## src/rtl/issue_cdb_scheduler_pkg.sv

```systemverilog
// Shared types and sizes for the RS issue / CDB wakeup scheduler.
package issue_cdb_scheduler_pkg;
    localparam int ROB_TAG_LEN = 6;
    localparam int XLEN        = 32;
    localparam int DEF_MAX_LAT = 4;
    // Owner field is sized for the largest supported RS count; only the low RS_IDX_W bits are used.
    localparam int OWNER_W     = 8;

    typedef struct packed {
        logic               valid;
        logic [OWNER_W-1:0] owner;
    } cdb_slot_t;
endpackage

```

## src/rtl/issue_cdb_scheduler_rr_arbiter.sv

```systemverilog
// Combinational round-robin arbiter: first request at or after ptr, wrapping modulo NUM_RS.
module issue_cdb_scheduler_rr_arbiter #(
    parameter int NUM_RS   = 4,
    parameter int RS_IDX_W = 2
) (
    input  logic [NUM_RS-1:0]   req,
    input  logic [RS_IDX_W-1:0] ptr,
    output logic [NUM_RS-1:0]   grant,
    output logic [RS_IDX_W-1:0] grant_idx,
    output logic                any_grant
);
    logic [RS_IDX_W-1:0] cand_idx [NUM_RS];
    logic [NUM_RS-1:0]   cand_req;

    // Candidate gi is the RS gi positions after ptr; explicit wrap keeps non power-of-2 counts correct.
    genvar gi;
    generate
        for (gi = 0; gi < NUM_RS; gi++) begin : g_cand
            logic [RS_IDX_W:0] sum;
            assign sum = {1'b0, ptr} + (RS_IDX_W+1)'(gi);
            assign cand_idx[gi] = (sum >= (RS_IDX_W+1)'(NUM_RS))
                                  ? RS_IDX_W'(sum - (RS_IDX_W+1)'(NUM_RS))
                                  : sum[RS_IDX_W-1:0];
            assign cand_req[gi] = req[cand_idx[gi]];
        end
    endgenerate

    always_comb begin
        grant     = '0;
        grant_idx = '0;
        any_grant = 1'b0;
        for (int k = NUM_RS - 1; k >= 0; k--) begin
            if (cand_req[k]) begin
                grant_idx = cand_idx[k];
                any_grant = 1'b1;
            end
        end
        if (any_grant) begin
            grant[grant_idx] = 1'b1;
        end
    end
endmodule

```

## src/rtl/issue_cdb_scheduler.sv

```systemverilog
// Issue controller: round-robin RS grant with CDB slot reservation so fixed-latency results never collide.
module issue_cdb_scheduler
    import issue_cdb_scheduler_pkg::*;
#(
    parameter int NUM_RS   = 4,
    parameter int RS_IDX_W = 2,
    parameter int MAX_LAT  = DEF_MAX_LAT,
    parameter int LAT_W    = 3
) (
    input  logic                          clk,
    input  logic                          reset,
    input  logic                          flush,
    input  logic [NUM_RS-1:0]             insn_ready,
    input  logic [NUM_RS*LAT_W-1:0]       fu_lat,
    input  logic [NUM_RS-1:0]             fu_result_valid,
    input  logic [NUM_RS*ROB_TAG_LEN-1:0] fu_result_tag,
    input  logic [NUM_RS*XLEN-1:0]        fu_result_value,
    output logic [NUM_RS-1:0]             issue,
    output logic                          wakeup,
    output logic [ROB_TAG_LEN-1:0]        wakeup_tag,
    output logic [XLEN-1:0]               wakeup_value,
    output logic [RS_IDX_W-1:0]           wakeup_src,
    output logic                          protocol_err,
    output logic [15:0]                   conflict_cnt
);
    cdb_slot_t           slot_reg  [MAX_LAT];
    cdb_slot_t           slot_next [MAX_LAT];
    logic [RS_IDX_W-1:0] rr_ptr_reg, rr_ptr_next;
    logic [15:0]         conflict_cnt_reg;
    logic                protocol_err_reg;

    logic [LAT_W-1:0]    lat_f [NUM_RS];
    logic [NUM_RS-1:0]   lat_legal, target_busy, elig, req, grant;
    logic [RS_IDX_W-1:0] grant_idx;
    logic                any_grant;
    logic [LAT_W-1:0]    lat_g;
    logic [RS_IDX_W-1:0] head_owner;
    logic                wakeup_int, err_event, conflict_event;

    // A request with latency L lands on the slot now at position L, which shifts to L-1 at the edge.
    genvar gi;
    generate
        for (gi = 0; gi < NUM_RS; gi++) begin : g_rs
            logic busy;
            assign lat_f[gi]     = fu_lat[gi*LAT_W +: LAT_W];
            assign lat_legal[gi] = (lat_f[gi] != '0) && (lat_f[gi] <= LAT_W'(MAX_LAT));
            always_comb begin
                busy = 1'b0;
                for (int k = 1; k < MAX_LAT; k++) begin
                    if (lat_f[gi] == LAT_W'(k) && slot_reg[k].valid) begin
                        busy = 1'b1;
                    end
                end
            end
            assign target_busy[gi] = busy;
        end
    endgenerate

    assign elig = insn_ready & lat_legal & ~target_busy;
    assign req  = flush ? '0 : elig;

    issue_cdb_scheduler_rr_arbiter #(
        .NUM_RS   (NUM_RS),
        .RS_IDX_W (RS_IDX_W)
    ) u_arb (
        .req       (req),
        .ptr       (rr_ptr_reg),
        .grant     (grant),
        .grant_idx (grant_idx),
        .any_grant (any_grant)
    );

    assign issue = grant;
    assign lat_g = lat_f[grant_idx];

    assign head_owner   = slot_reg[0].owner[RS_IDX_W-1:0];
    assign wakeup_int   = slot_reg[0].valid && !flush;
    assign wakeup       = wakeup_int;
    assign wakeup_tag   = wakeup_int ? fu_result_tag[head_owner*ROB_TAG_LEN +: ROB_TAG_LEN] : '0;
    assign wakeup_value = wakeup_int ? fu_result_value[head_owner*XLEN +: XLEN] : '0;
    assign wakeup_src   = wakeup_int ? head_owner : '0;

    assign err_event      = (wakeup_int && !fu_result_valid[head_owner]) || |(insn_ready & ~lat_legal);
    assign conflict_event = |insn_ready && !any_grant && !flush;

    // Shift toward the CDB head, then drop the new grant into its reserved slot.
    always_comb begin
        for (int k = 0; k < MAX_LAT - 1; k++) begin
            slot_next[k] = slot_reg[k+1];
        end
        slot_next[MAX_LAT-1] = '0;
        for (int k = 0; k < MAX_LAT; k++) begin
            if (any_grant && lat_g == LAT_W'(k + 1)) begin
                slot_next[k].valid = 1'b1;
                slot_next[k].owner = OWNER_W'(grant_idx);
            end
        end
        rr_ptr_next = rr_ptr_reg;
        if (any_grant) begin
            rr_ptr_next = (grant_idx == RS_IDX_W'(NUM_RS - 1)) ? '0 : grant_idx + 1'b1;
        end
    end

    always_ff @(posedge clk or posedge reset) begin
        if (reset) begin
            for (int k = 0; k < MAX_LAT; k++) begin
                slot_reg[k] <= '0;
            end
            rr_ptr_reg       <= '0;
            conflict_cnt_reg <= '0;
            protocol_err_reg <= 1'b0;
        end else begin
            if (flush) begin
                for (int k = 0; k < MAX_LAT; k++) begin
                    slot_reg[k] <= '0;
                end
                rr_ptr_reg <= '0;
            end else begin
                for (int k = 0; k < MAX_LAT; k++) begin
                    slot_reg[k] <= slot_next[k];
                end
                rr_ptr_reg <= rr_ptr_next;
            end
            if (conflict_event && conflict_cnt_reg != 16'hFFFF) begin
                conflict_cnt_reg <= conflict_cnt_reg + 16'd1;
            end
            if (err_event) begin
                protocol_err_reg <= 1'b1;
            end
        end
    end

    assign conflict_cnt = conflict_cnt_reg;
    assign protocol_err = protocol_err_reg;
endmodule

```

## config.mk

```make
export PLATFORM = sky130hd
export DESIGN_NAME = issue_cdb_scheduler
export DESIGN_NICKNAME = d
export VERILOG_FILES = /design/src/rtl/issue_cdb_scheduler_pkg.sv /design/src/rtl/issue_cdb_scheduler_rr_arbiter.sv /design/src/rtl/issue_cdb_scheduler.sv
export SDC_FILE = /design/constraint.sdc
export NUM_CORES = 1
export LEC_CHECK = 0
export ABC_CLOCK_PERIOD_IN_PS = 6000
export CAP_MARGIN = 10
export CORE_ASPECT_RATIO = 1.4
export CORE_UTILIZATION = 38
export CTS_CLUSTER_DIAMETER = 120
export DETAILED_ROUTE_END_ITERATION = 8
export PLACE_DENSITY = 0.86
export SYNTH_ARGS = -nofsm -noshare
export SYNTH_HDL_FRONTEND = slang
export SYNTH_SLANG_ARGS = --single-unit
```

## constraint.sdc

```tcl
create_clock -name clk -period 6 [get_ports clk]
set_input_delay 0.9 -clock clk [delete_from_list [all_inputs] [get_ports clk]]
set_output_delay 0.9 -clock clk [all_outputs]
set_load 0.01 [all_outputs]
```

---- Word-level counts from Yosys, hierarchy flattened ----
Index checks and enable logic that the tools add are counted.
word-level totals
  register bits after elaboration ......... 49
  input bits .............................. 175
  output and inout port bits .............. 62
  word-level logic and storage cells ...... 152
cells by class
  $add $sub $neg .......................... 9
  multiply operators ...................... 1
  magnitude comparators ................... 16
  equality and inequality tests ........... 18
  shift-type cells ........................ 2
  muxes and demuxes ....................... 52
  bitwise operators ....................... 6
  reductions and logical operators ........ 37
operator list
  kind                   count
  $shiftx 128x8->32      1
  $mux 36                1
  $mux 9                 4
  $mux 32                1
  $eq 3x2->1 const B     10
  $logic_and 1x1->1      26
  $mux 2                 12
  $shiftx 24x6->6        1
  $mux 1                 22
  $lt 2x3->1 const B     6
  $add 16x1->16 const B  1
  $ne 16x16->1 const B   1
  $eq 3x1->1 const B     5
  $and 4x4->4            3
  $ge 3x3->1 const B     4
  $le 3x3->1 const B     4
  $reduce_bool 3->1      4
  $bmux 1 s2             5
  $mux 4                 2
  $not 4->4              2
  $reduce_or 4->1        2
  $sub 2x1->2 const B    4
  $add 2x2->3 const B    2
  $bmux 3 s2             1
  other kinds (14)       17

---- Logic depth before layout (Yosys ltp) ----
  depth after elaboration ................. 22
  depth in mapped cells ................... 10
  mapped depth without buffers ............ 9

---- By module ----
Synthesis repeated with hierarchy kept, for this count alone.
unflattened totals
  cell total of the unflattened synthesis .. 288
  area total of the unflattened synthesis .. 3,116.7 um^2
modules (own cells, without submodules)
  module                          times used  cells an instance  area an instance (um^2)  sequential area each (um^2)
  issue_cdb_scheduler             1           255                2,905.3                  775.7
  issue_cdb_scheduler_rr_arbiter  1           33                 211.5                    0.0

---- Least setup slack after synthesis ----
No wires, ideal clock.
  path type ............................... in2out
  start ................................... input fu_lat[3]
  end ..................................... output issue[0]
  arrival time ............................ 2,623 ps
  required time ........................... 5,100 ps
  path slack .............................. 2,477 ps
  stages on the path ...................... 9
  path buffers ............................ 1
  cells stage by stage .................... o21a_1 -> or4b_4 -> nor2_4 -> a22oi_1 -> and3_1 -> buf_2 -> inv_1 -> ha_1 -> and2_1
between the ends
  cells in the longest elaborated chain, start to end .. 19
  elaborated cells between the ends (all ways) .. 38
  classes of those cells .................. order compare (3); eq/ne (3); mux (23); bitwise (3); reduce/logical (6)
ends and longest elaborated chain
  item                                                            line                                  source
  from (decl)                                                     issue_cdb_scheduler.sv:14             input logic [NUM_RS*LAT_W-1:0] fu_lat,
  $eq 3x1->1                                                      issue_cdb_scheduler.sv:50             if (lat_f[gi] == LAT_W'(k) && slot_reg[k].valid) begin
  $logic_and 1x1->1                                               issue_cdb_scheduler.sv:50
  $mux 1 (3 in a row)                                             issue_cdb_scheduler.sv:50
  $not 4->4                                                       issue_cdb_scheduler.sv:59             assign elig = insn_ready & lat_legal & ~target_busy;
  $and 4x4->4 (*)                                                 issue_cdb_scheduler.sv:59
  $mux 4 (*)                                                      issue_cdb_scheduler.sv:60             assign req = flush ? '0 : elig;
  $bmux 1 s2                                                      issue_cdb_scheduler_rr_arbiter.sv:24  assign cand_req[gi] = req[cand_idx[gi]];
  $mux 1 (implied by the code)                                    issue_cdb_scheduler_rr_arbiter.sv:24
  $mux 2 (4 in a row)                                             issue_cdb_scheduler_rr_arbiter.sv:33  if (cand_req[k]) begin
  $lt 2x3->1 (implied by the code) or $ge 2x1->1 (tied branches)  issue_cdb_scheduler_rr_arbiter.sv:39  grant[grant_idx] = 1'b1;
  $logic_and 1x1->1 (implied by the code)                         issue_cdb_scheduler_rr_arbiter.sv:39
  $mux 1 (implied by the code)                                    issue_cdb_scheduler_rr_arbiter.sv:39
  $demux 1 s2                                                     n/a
  $mux 4 (*)                                                      issue_cdb_scheduler_rr_arbiter.sv:38  if (any_grant) begin
  to (decl)                                                       issue_cdb_scheduler.sv:18             output logic [NUM_RS-1:0] issue,
Every way passes the cells marked *; elsewhere a longest branch is shown, timed or not. The select of a mux whose other input is x is not followed.

---- Final worst setup path ----
  start ................................... input fu_lat[8]
  end ..................................... output issue[0]
Same word-level chain as after synthesis.

==> key figures <==
Clocking
  • Clk Latency, worst-skew pair: 0.29 ns
  • Post-CTS Setup Bufs: 0
  • TritonCTS Buffers: 5
  • Clock slew at reported path FFs: 0.08 ns
  • Root buffer cell: clkbuf_8
  • Clk sink count: 31
  • CTS tree: yes
  • Post-CTS sizing: 0
  • Post-CTS Hold Buffers: 0
  • CTS max path bufs: 2
  • H-tree depth: 2

Yosys
  • Cells after synthesis: 275
  • Top cell type's share of synthesized area: 28.0%
  • Yosys top cell by area: mux4_2
  • FFs w/ async S/R, synth: 100%
  • Post-synthesis sequential area ratio: 24.7%
  • Synth Flop Type: dfrtp_1
  • Post-synth EDFFs: 0
  • Post-synthesis compound-gate area fraction: 6.25%
  • Post-Syn Area: 3140 um^2
  • Synthesis warning total: 0
  • Post-synthesis mux area share: 33.9%
  • XOR/XNOR share of the synthesized area: 5.86%
  • Count leader, synth: and2_1
  • Post-synth top cells: and2_1 (45), mux4_2 (39), dfrtp_1 (31)
  • Distinct cell type count after synthesis: 52
  • Largest family of logic cells by synthesized area: multiplexers
  • Synth Area in Simple Gates: 24.1%
  • #FFs+latches synth: 31
  • Synth Area per Inst: 11.4 um^2
  • Largest cells by area after synthesis: mux4_2 (28%), dfrtp_1 (25%), and2_1 (9.0%)
  • Adder-cell share of the synthesized area: 1.99%
  • Syn_nets: 455

Global route
  • Antenna violations before repair: 0
  • Vias in the first global route: 3560
  • Largest net degree at the start of global routing: 43
  • Gr usage total: 30.6%
  • Gr ovfl total: 0
  • First-pass GRT wire length: 19600 um

Outcome
  • Status: finished, final reports clean

Power and ir drop
  • Worst VDD drop: 249 uV
  • Internal Power: 0.588 mW
  • Combinational fraction of design power: 45.2%
  • Pwr dens: 151 nW/um^2
  • Seq pwr share: 32.9%
  • Clock share of power: 21.9%
  • Sw Pwr: 0.272 mW
  • Net Sw Frac: 31.6%
  • Leakage power: 2.12 nW

Setup path
  • Worst R2R Setup Slack: 3.04 ns
  • Req. time, crit path: 5.10 ns
  • Largest stage delay, worst path: 0.55 ns
  • Reg2Reg Depth: 9
  • Crit end category: output pin
  • Worst Path Buf+Inv: 3
  • CP max stage cell: clkdlybuf4s50_1
  • Worst Setup Start Kind: input pin
  • Reg-to-Reg Start: slot_reg[26]
  • FF-to-FF End: head_owner[0]
  • CP delay by family, top: buffers and inverters
  • Crit path top cell by count: clkdlybuf4s50_1
  • Crit Path Category: input pin to output pin
  • Worst Path Max Fanout: 7
  • Cell Chain, Critical Path: clkdlybuf4s50_1 > or4b_1 > o221ai_1 > o2bb2ai_1 > and3_1 > inv_1 > ha_1 > and2_1 > clkdlybuf4s50_1
  • Worst EP arrival: 3.94 ns

Hold path
  • Worst Hold Class: register to register
  • Hold path cells: 2
  • Hold wc startpoint: protocol_err
  • Hold Path End: protocol_err

STA
  • RSZ-0062 raised after global routing: no
  • Final setup viols: 0
  • Sum Neg Setup Slack: 0 ns
  • Peak Freq: 207 MHz
  • Post-route clock period utilization: 80.6%
  • Slew @ Worst Pin: 0.898 ns
  • Fin crit period: 4.84 ns
  • Clock skew: 0.0145 ns
  • Slew HR: 40.1%
  • Final Max Slew Viols: 0
  • Fin. Hold Viols: 0

Detailed routing
  • Final wirelength: 13400 um
  • DR WL/cell: 22.1 um
  • Starting DRT DRC Count: 126
  • Via/cell ratio: 5.51
  • Remaining antenna violation count: 0
  • Pre-antenna DRT Iters: 4
  • DR DRC count: 0
  • Via count: 3346

Die
  • FP Rows: 38
  • Core Region: 7890 um^2
  • Die width: 78.8 um
  • Die H: 110 um
  • Initial Util: 39.8%
  • Ports: 237
  • DIE AREA: 8640 um^2

Run
  • Max_cap viols: 0

Layout
  • Nets: 686
  • Area growth from synthesis to final layout: 81.0%
  • Layout cell share with drive strength beyond 1: 13.6%
  • Max FFs per register: 16
  • Fin util: 72.0%
  • Post-layout instance area: 5690 um^2
  • Diodes inserted: 0

Placed design
  • Final HPWL DP: 11000 um
  • I/O Buffers: 236
  • Routability Congestion: 0.879
  • Placed Area: 5580 um^2
==> placed cells by master (no fill, tap or decap), types with 2 or more instances in the layout <==
master           instances
a211oi_1                 3
a21oi_1                  2
a22oi_1                  3
and2_1                  45
and3_1                   2
and4_1                   4
and4bb_2                 2
buf_4                    3
clkbuf_8                 7
clkdlybuf4s50_1        236
dfrtp_1                 29
dfrtp_2                  2
ha_1                     5
inv_1                    5
mux2_4                   2
mux2i_1                 11
mux4_2                  39
nand2_1                 17
nand2b_1                 5
nand3_1                  5
nand4_1                  3
nor2_1                  12
nor3_1                   4
nor3b_1                  2
nor3b_4                  2
nor4_1                   3
o21a_1                   4
o221ai_1                 2
o2bb2ai_1                2
o31ai_1                  2
or4b_1                   2
xnor2_1                 12
xor2_1                   9
==> worst max path at each step <==
| stage | start | to | slack [ns] | cells past startpoint |
|---|---|---|---|---|
| 6_report | fu_lat[8] | issue[0] | 1.16 | 9 |
| 5_1_grt | flush | issue[1] | 1.02 | 9 |
| 4_1_cts | fu_lat[8] | issue[0] | 1.19 | 9 |
| 3_5_place_dp | fu_lat[8] | issue[0] | 1.20 | 9 |
| 3_3_place_gp | fu_lat[8] | issue[1] | 1.28 | 9 |
| 2_1_floorplan | fu_lat[3] | issue[0] | 2.48 | 9 |
==> through the flow <==
stage / std cells / worst slack [ns] / power [mW] / hold slack [ns]
final: 607 / 1.16 / 0.859 / 0.498
after global routing: 607 / 1.02 / 0.896 / 0.526
after global placement: 599 / 1.28 / 0.656 / 0.479
after CTS: 607 / 1.19 / 0.858 / 0.505
after detailed placement: 599 / 1.20 / 0.669 / 0.486
after floorplan: 275 / 2.48 / 0.446 / 0.490
==> power groups by stage <==
stage	clock [mW]	combinational (mW)	sequential, mW
after floorplan	0	0.171	0.276
after global placement	0	0.375	0.281
after detailed placement	0	0.385	0.284
after CTS	0.188	0.389	0.281
after global routing	0.197	0.412	0.286
final	0.189	0.388	0.282
==> worst reg2reg max path, cell delays in order, from the launching register on <==
cell and delay [ns]:
dfrtp_1 0.44, or4b_1 0.54, o221ai_1 0.19, nand2_1 0.14
o221a_4 0.33, inv_4 0.18, mux2i_2 0.36, a22oi_4 0.14
nor3b_4 0.31, mux2i_1 0.24
==> cell families (layout without fill, tap and decap cells) <==
group | Yosys count | after routing
AND/OR/NAND/NOR | 119 | 119
multiplexers | 55 | 55
flip-flops | 31 | 31
AO/OA/AOI/OAI | 23 | 23
XOR/XNOR | 21 | 21
buffers and inverters | 21 | 253
adder cells (fa/ha/maj) | 5 | 5
==> routing by layer <==
| layer | share of wire [%] | vias up | GRT usage (%) |
|---|---|---|---|
| met3 | 11 | 20 | 10.0 |
| li1 | - | 1506 | - |
| met1 | 38 | 1645 | 36.5 |
| met5 | 0 | - | 0 |
| met2 | 49 | 175 | 53.5 |
| met4 | 2.2 | 0 | 7.27 |
==> final cells by class <==
type,instances,area [um^2]
clock inverter,1,7.51
timing repair buffer,239,2380
multi-input combinational,223,2270
fill,631,2210
clock buffer,7,96.3
sequential,31,778
inverter,6,25.0
tap,100,125
No activity file was read; power rests on OpenSTA's default activity.
